--- src/rtl/gb_cart_bus_master.sv ---
// Game Boy cartridge bus initiator: turns single-beat valid/ready requests
// into timed cartridge cycles (SETUP -> STROBE -> HOLD) with registered
// address, data, output enable, nRD, nWR and external-RAM chip select.
module gb_cart_bus_master #(
  parameter int unsigned SETUP_CYC  = 2,
  parameter int unsigned STROBE_CYC = 4,
  parameter int unsigned HOLD_CYC   = 2
) (
  input  logic        sys_clock,
  input  logic        sys_resetn,
  input  logic        req_valid,
  output logic        req_ready,
  input  logic        req_write,
  input  logic [15:0] req_addr,
  input  logic [7:0]  req_wdata,
  output logic        rsp_valid,
  output logic [7:0]  rsp_rdata,
  output logic [15:0] Cart_a,
  output logic [7:0]  Cart_d_out,
  output logic        Cart_d_oe,
  input  logic [7:0]  Cart_d_in,
  output logic        Cart_nRD,
  output logic        Cart_nWR,
  output logic        Cart_nCS
);

  typedef enum logic [1:0] {IDLE, SETUP, STROBE, HOLD} state_t;

  localparam logic [7:0] SETUP_LOAD  = 8'(SETUP_CYC - 1);
  localparam logic [7:0] STROBE_LOAD = 8'(STROBE_CYC - 1);
  localparam logic [7:0] HOLD_LOAD   = 8'(HOLD_CYC - 1);

  // External RAM window A000..FDFF selects the cartridge chip.
  function automatic logic ram_select(input logic [15:0] a);
    return (a[15:13] inside {3'b101, 3'b110, 3'b111}) && (a < 16'hFE00);
  endfunction

  state_t      state_r, state_s;
  logic [7:0]  count_r, count_s;
  logic        write_r, write_s;
  logic [15:0] cart_a_s;
  logic [7:0]  d_out_s;
  logic        d_oe_s;
  logic        nrd_s;
  logic        nwr_s;
  logic        ncs_s;
  logic        rsp_valid_s;
  logic [7:0]  rsp_rdata_s;
  logic        req_ready_s;

  // Next-state and next-output decode; outputs are registered below.
  always_comb begin
    state_s     = state_r;
    count_s     = count_r;
    write_s     = write_r;
    cart_a_s    = Cart_a;
    d_out_s     = Cart_d_out;
    d_oe_s      = Cart_d_oe;
    nrd_s       = 1'b1;
    nwr_s       = 1'b1;
    ncs_s       = Cart_nCS;
    rsp_valid_s = 1'b0;
    rsp_rdata_s = rsp_rdata;
    req_ready_s = req_ready;
    case (state_r)
      IDLE: begin
        if (req_valid && req_ready) begin
          state_s     = SETUP;
          count_s     = SETUP_LOAD;
          write_s     = req_write;
          cart_a_s    = req_addr;
          d_out_s     = req_write ? req_wdata : Cart_d_out;
          d_oe_s      = req_write;
          ncs_s       = ~ram_select(req_addr);
          req_ready_s = 1'b0;
        end else begin
          d_oe_s      = 1'b0;
          ncs_s       = 1'b1;
          req_ready_s = 1'b1;
        end
      end
      SETUP: begin
        if (count_r == 8'd0) begin
          state_s = STROBE;
          count_s = STROBE_LOAD;
          nrd_s   = write_r;
          nwr_s   = ~write_r;
        end else begin
          count_s = count_r - 8'd1;
        end
      end
      STROBE: begin
        if (count_r == 8'd0) begin
          state_s     = HOLD;
          count_s     = HOLD_LOAD;
          rsp_valid_s = 1'b1;
          if (!write_r) begin
            rsp_rdata_s = Cart_d_in;
          end else begin
            rsp_rdata_s = rsp_rdata;
          end
        end else begin
          count_s = count_r - 8'd1;
          nrd_s   = Cart_nRD;
          nwr_s   = Cart_nWR;
        end
      end
      HOLD: begin
        if (count_r == 8'd0) begin
          state_s     = IDLE;
          d_oe_s      = 1'b0;
          ncs_s       = 1'b1;
          req_ready_s = 1'b1;
        end else begin
          count_s = count_r - 8'd1;
        end
      end
      default: begin
        state_s     = IDLE;
        count_s     = 8'd0;
        d_oe_s      = 1'b0;
        ncs_s       = 1'b1;
        req_ready_s = 1'b1;
      end
    endcase
  end

  // State, counter and registered bus outputs; reset drops any transaction.
  always_ff @(posedge sys_clock or negedge sys_resetn) begin
    if (!sys_resetn) begin
      state_r    <= IDLE;
      count_r    <= 8'd0;
      write_r    <= 1'b0;
      Cart_a     <= 16'h0000;
      Cart_d_out <= 8'h00;
      Cart_d_oe  <= 1'b0;
      Cart_nRD   <= 1'b1;
      Cart_nWR   <= 1'b1;
      Cart_nCS   <= 1'b1;
      rsp_valid  <= 1'b0;
      rsp_rdata  <= 8'h00;
      req_ready  <= 1'b1;
    end else begin
      state_r    <= state_s;
      count_r    <= count_s;
      write_r    <= write_s;
      Cart_a     <= cart_a_s;
      Cart_d_out <= d_out_s;
      Cart_d_oe  <= d_oe_s;
      Cart_nRD   <= nrd_s;
      Cart_nWR   <= nwr_s;
      Cart_nCS   <= ncs_s;
      rsp_valid  <= rsp_valid_s;
      rsp_rdata  <= rsp_rdata_s;
      req_ready  <= req_ready_s;
    end
  end

endmodule

--- config.mk ---
export PLATFORM = sky130hd
export DESIGN_NAME = gb_cart_bus_master
export DESIGN_NICKNAME = d
export VERILOG_FILES = /design/src/rtl/gb_cart_bus_master.sv
export SDC_FILE = /design/constraint.sdc
export NUM_CORES = 1
export LEC_CHECK = 0
export CELL_PAD_IN_SITES_DETAIL_PLACEMENT = 1
export CELL_PAD_IN_SITES_GLOBAL_PLACEMENT = 1
export CORE_MARGIN = 1.5
export CORE_UTILIZATION = 31
export DETAILED_ROUTE_END_ITERATION = 16
export PLACE_DENSITY = 0.79
export SYNTH_ARGS = -nofsm -noshare
export SYNTH_HDL_FRONTEND = slang
export SYNTH_SLANG_ARGS = --single-unit
--- constraint.sdc ---
create_clock -name sys_clock -period 1.7 [get_ports sys_clock]
set_input_delay 0.255 -clock sys_clock [delete_from_list [all_inputs] [get_ports sys_clock]]
set_output_delay 0.255 -clock sys_clock [all_outputs]
set_load 0.02 [all_outputs]
* Word-level counts from Yosys, hierarchy flattened
Cells that the tools add are included.
Widths: inputs -> output; s select.
** Cells by class
- $add $sub $neg :: 1
- $lt $le $gt $ge :: 1
- Eq/ne operators :: 11
- Muxes and demuxes :: 24
- Bitwise gates (word level) :: 2
- Reductions and logical operators :: 12
** Operators by type and width (count)
- $mux 8 :: 4
- $pmux 8 s4 :: 1
- $lt 16x16->1 const B :: 1
- $ne 2x2->1 const B :: 5
- $pmux 1 s2 :: 5
- $eq 3x3->1 const B :: 3
- $mux 1 :: 9
- $logic_not 8->1 :: 1
- $mux 2 :: 4
- $pmux 2 s4 :: 1
- $sub 8x1->8 const B :: 1
- $reduce_and 2->1 :: 3
- $reduce_and 3->1 :: 2
- $eq 2x2->1 const B :: 2
- $reduce_and 4->1 :: 1
- $reduce_bool 3->1 :: 1
- $eq 2x1->1 const B :: 1
- $logic_and 1x1->1 :: 2
- $logic_not 2->1 :: 1
- $not 1->1 :: 2
- $reduce_bool 2->1 :: 1
** Storage, ports and cells
- Register bits after elaboration :: 49
- Bits of input ports :: 36
- Output and inout port bits :: 38
- Logic and storage cells :: 63

* Longest topological paths before layout
- Depth after elaboration :: 6
- Depth in mapped cells :: 7
- Mapped depth without buffers :: 6

* Least setup slack after synthesis
No wires, ideal clock.
- Kind :: reg-to-reg
- Start point :: register state_r[0]
- End point :: register count_r[5]
- Library setup time :: 0.082 ns
- Data arrival time :: 1.754 ns
- Data required time :: 1.618 ns
- Setup slack :: -0.136 ns
- Cell stages (with the launch flop) :: 7
- Path buffers :: 0
- Clock period less this slack :: 1.836 ns
- Cells stage by stage :: dfrtp_1 -> inv_1 -> ha_1 -> nor3_1 -> a211oi_1 -> a31oi_1 -> a31oi_1
** Between the ends
- Cells in the longest elaborated chain, start to end :: 3
- Elaborated cells on any way between the ends :: 8
- Those cells by class :: 5 x eq/ne; 1 x mux; 2 x reduce/logical
** Ends and longest elaborated chain
- start, declared :: RTL line 38 : state_t state_r, state_s;
- start signal, assigned :: RTL line 144 : state_r <= state_s;
- $eq 2x2->1 or $logic_not 2->1 (tied branches) :: RTL line 65 : case (state_r)
- $ne 2x2->1 (no line)
- $reduce_and 2->1 (no line)
- end signal, assigned :: RTL line 145 : count_r <= count_s;
- end, declared :: RTL line 39 : logic [7:0] count_r, count_s;
Parallel ways exist; a longest one is shown, timed or not.
A chain may end at the register's enable or synchronous reset.

* Worst setup path after layout
- Start point :: register state_r[0]
- End point :: register state_r[1]
** Between the ends
- Cells in the longest elaborated chain, start to end :: 3
- Elaborated cells on any way between the ends :: 10
- Those cells by class :: 7 x eq/ne; 1 x mux; 2 x reduce/logical
** Ends and longest elaborated chain (RTL line)
- $eq 2x1->1 (tied with other cells) :: 65
- $ne 2x2->1 (no line)
- $reduce_and 4->1 (no line)
Parallel ways exist; a longest one is shown, timed or not.

==> results.sh <==
export IMPL_outcome="finished clean"
export IMPL_p_comb_share_pct=56.2
export IMPL_total_power_mw=6.75
export IMPL_drc=0
export IMPL_fillers=728
export IMPL_synth_compound_area_share_pct=9.40
export IMPL_grt_pass1_wl_mm=9.34
export IMPL_worstMarginPinSlew_ns=0.272
export IMPL_htreeDepth=2
export IMPL_p_per_area_nw_per_um2=2040
export IMPL_seqCellArea_um2=1230
export IMPL_rsz0062_at_grt="true"
export IMPL_avgSynthCellArea_um2=12.7
export IMPL_port_buffers=73
export IMPL_utilization_pct=49.0
export IMPL_ys_top_cells_by_count="dfrtp_1 (45), mux2_2 (33), nand2_1 (13), o21ai_0 (8)"
export IMPL_ys_ff_latch=49
export IMPL_path_cells="inv_1, ha_1, nor3_4, o21a_1, mux2_2"
export IMPL_die_w_um=86.4
export IMPL_switching_share_pct=38.5
export IMPL_cp_start_kind="flip-flop"
export IMPL_antenna_left=0
export IMPL_async_flop_share_pct=100
export IMPL_synth_edf_count=0
export IMPL_grt_max_degree=50
export IMPL_num_rows=30
export IMPL_synth_simple_area_share_pct=10.6
export IMPL_yosysWarnings=0
export IMPL_synth_most_common_cell="dfrtp_1"
export IMPL_final_max_slew_viol_count=0
export IMPL_grt_pass1_vias=1916
export IMPL_synth_area_mux_share_pct=17.2
export IMPL_cts_buffers=5
export IMPL_hold_path_class="input port to async pin"
export IMPL_path_buf_inv=1
export IMPL_vias_per_cell=4.95
export IMPL_reg2regPathDepth=5
export IMPL_fin_crit_ns=1.67
export IMPL_leakage_nw=1.40
export IMPL_setup_tns_ns=0
export IMPL_dr_pass1_iters=4
export IMPL_syn_num_nets=211
export IMPL_fin_crit_sh_pct=98.0
export IMPL_cp_data_arrival_time_ns=1.86
export IMPL_synth_seq_area_share_pct=57.1
export IMPL_grt_ovfl_total=0
export IMPL_multi_input_area_um2=928
export IMPL_cts_tree="yes"
export IMPL_synth_top_cell_area_share_pct=52.2
export IMPL_clkTransAtPathRegs_ns=0.09
export IMPL_cp_top_family="flip-flops"
export IMPL_layout_nets=308
export IMPL_synth_area_top_cells="dfrtp_1 (52%), mux2_2 (17%), dfstp_2 (4.9%)"
export IMPL_yosysTopAreaCell="dfrtp_1"
export IMPL_worstPathMaxFanout=4
export IMPL_criticalPathCategory="flip-flop to flip-flop"
export IMPL_area_growth_syn_to_layout_pct=53.5
export IMPL_vdd_drop_max_uv=740
export IMPL_die_area_um2=7470
export IMPL_netlist_instances=170
export IMPL_drive_gt1_share_pct=29.9
export IMPL_maxCapViolCount=0
export IMPL_cts_root_buf="clkbuf_8"
export IMPL_setup_violations_final=0
export IMPL_clkPwrFrac_pct=12.4
export IMPL_start_util_pct=31.9
export IMPL_p_switching_mw=2.60
export IMPL_die_h_um=86.4
export IMPL_worstSkewPairLatency_ns=0.31
export IMPL_power_internal_mw=4.15
export IMPL_cts_sinks=49
export IMPL_slew_headroom_pct=81.9
export IMPL_synth_fa_ha_area_share_pct=2.90
export IMPL_wl_mm=5.64
export IMPL_cp_depth=5
export IMPL_critPathSlowestCell="dfrtp_1"
export IMPL_dominantRegCellSynth="dfrtp_1"
export IMPL_finalHoldViolCount=0
export IMPL_synthXorXnorAreaFrac_pct=0.406
export IMPL_synth_top_family_by_area="multiplexers"
export IMPL_fmax_mhz=600
export IMPL_place_congestion=0.849
export IMPL_synth_cell_area_um2=2160
export IMPL_required_ns=1.90
export IMPL_track_usage_pct=16.1
export IMPL_cpPeakStageDelay_ns=0.41
export IMPL_cts_path_max_buffers=2
export IMPL_io_pins=74
export IMPL_antennaDiodeCount=0
export IMPL_routedWlPerCell_um=16.2
export IMPL_core_area_um2=6760
export IMPL_synth_distinct_cells=33
export IMPL_hpwl_mm=4.08
export IMPL_drt_iter0_drc=90
export IMPL_antenna_found_initial=0
export IMPL_power_frac_seq_pct=31.4
export IMPL_vias=1721
export IMPL_fin_skew_ns=0.00525
export IMPL_critical_path_endpoint_type="flip-flop"
[layer usage]
| metal | track usage (%) | share of wire [%] | vias to the layer above | wire [µm] |
|---|---|---|---|---|
| li1 | - | - | 802 | - |
| met1 | 19.9 | 44 | 863 | 2480 |
| met2 | 27.4 | 50 | 49 | 2800 |
| met3 | 4.57 | 5.3 | 7 | 299 |
| met4 | 4.69 | 1.1 | 0 | 60 |
| met5 | 0 | 0 | - | 0 |
[through the flow]
| stage | cells | hold WS, ns | worst slack (ns) | instance area [µm²] |
|---|---|---|---|---|
| 3_3_place_gp | 336 | 0.267 | 0.0722 | 3140 |
| 3_5_place_dp | 336 | 0.267 | -0.00568 | 3140 |
| 4_1_cts | 347 | 0.470 | 0.00272 | 3270 |
| 5_1_grt | 348 | 0.487 | -0.0440 | 3310 |
| 6_report | 348 | 0.464 | 0.0339 | 3310 |
| 2_1_floorplan | 170 | -0.0406 | -0.0113 | 2170 |
[registers in the layout, summed over array words and instances, names as in the netlist]
register and flops:
Cart_a 16, Cart_d_out 8, count_r 8, rsp_rdata 8
state_r 2, Cart_d_oe 1, Cart_nCS 1, Cart_nRD 1
Cart_nWR 1, req_ready 1, rsp_valid 1, write_r 1
[path summary, 6_finish.rpt]
| check | startpoint | end | slack, ns |
|---|---|---|---|
| setup / recovery | state_r[0] | state_r[1] | 0.03 |
| hold / removal | sys_resetn | Cart_a[6] | 0.46 |
| setup reg to reg | state_r[0] | state_r[1] | 0.03 |
| hold reg to reg | write_r | Cart_nWR | 0.48 |
| min in group sys_clock | write_r | Cart_nWR | 0.48 |
| max in group asynchronous | sys_resetn | Cart_nWR | 0.95 |
[tightest hold or removal path: stages]
cell	delay, ns
dlygate4sd3_1	0.52
buf_2	0.12
buf_12	0.26
[area by class of cell]
class	count	share of cell area, %
Clock inverter	2	1.06
Clock buffer	6	2.19
Tap cell	80	3.02
Inverter	7	0.793
Timing Repair Buffer	94	27.7
Multi-Input combinational cell	110	28.0
Sequential cell	49	37.2
[power by group through the flow]
| stage | Combinational (mW) | Sequential [mW] | Clock (mW) |
|---|---|---|---|
| after floorplan | 1.47 | 2.61 | 0 |
| after global placement | 3.54 | 2.09 | 0 |
| after detailed placement | 3.66 | 2.14 | 0 |
| after CTS | 3.72 | 2.12 | 0.870 |
| after global routing | 4.08 | 2.20 | 0.906 |
| final | 3.80 | 2.12 | 0.835 |
[what timing repair did]
item / in CTS / in global routing
setup buffers: 2 / 1
setup endpoints to repair: 7 / 18
gates resized for setup: 6 / 8
hold buffers: 1 / 0
hold endpoints to repair: 45 / 0
pin swaps: 0 / 1
[layout by cell type (no fill, tap or decap), types with 2 or more instances in the layout]
cell type	n
a211oi_2	2
a21oi_1	6
a31oi_1	7
buf_12	3
buf_4	17
clkbuf_8	5
clkdlybuf4s50_1	68
dfrtp_1	45
dfstp_2	4
dlygate4sd2_1	4
ha_1	3
inv_1	5
inv_2	2
mux2_2	33
nand2_1	13
nand2b_1	2
nand3_1	2
nand4_1	3
nor2_1	5
nor2b_1	2
nor3_1	3
nor3b_1	2
o21ai_0	8
[cells by family (layout without fill, tap and decap cells)]
family,count (synthesis),in the layout
compound gates,32,32
xor+xnor,1,1
fa+ha+maj,5,5
buf+inv,11,109
flops,49,49
mux,33,33
simple gates,39,39
(Power assumes the default switching activity.)
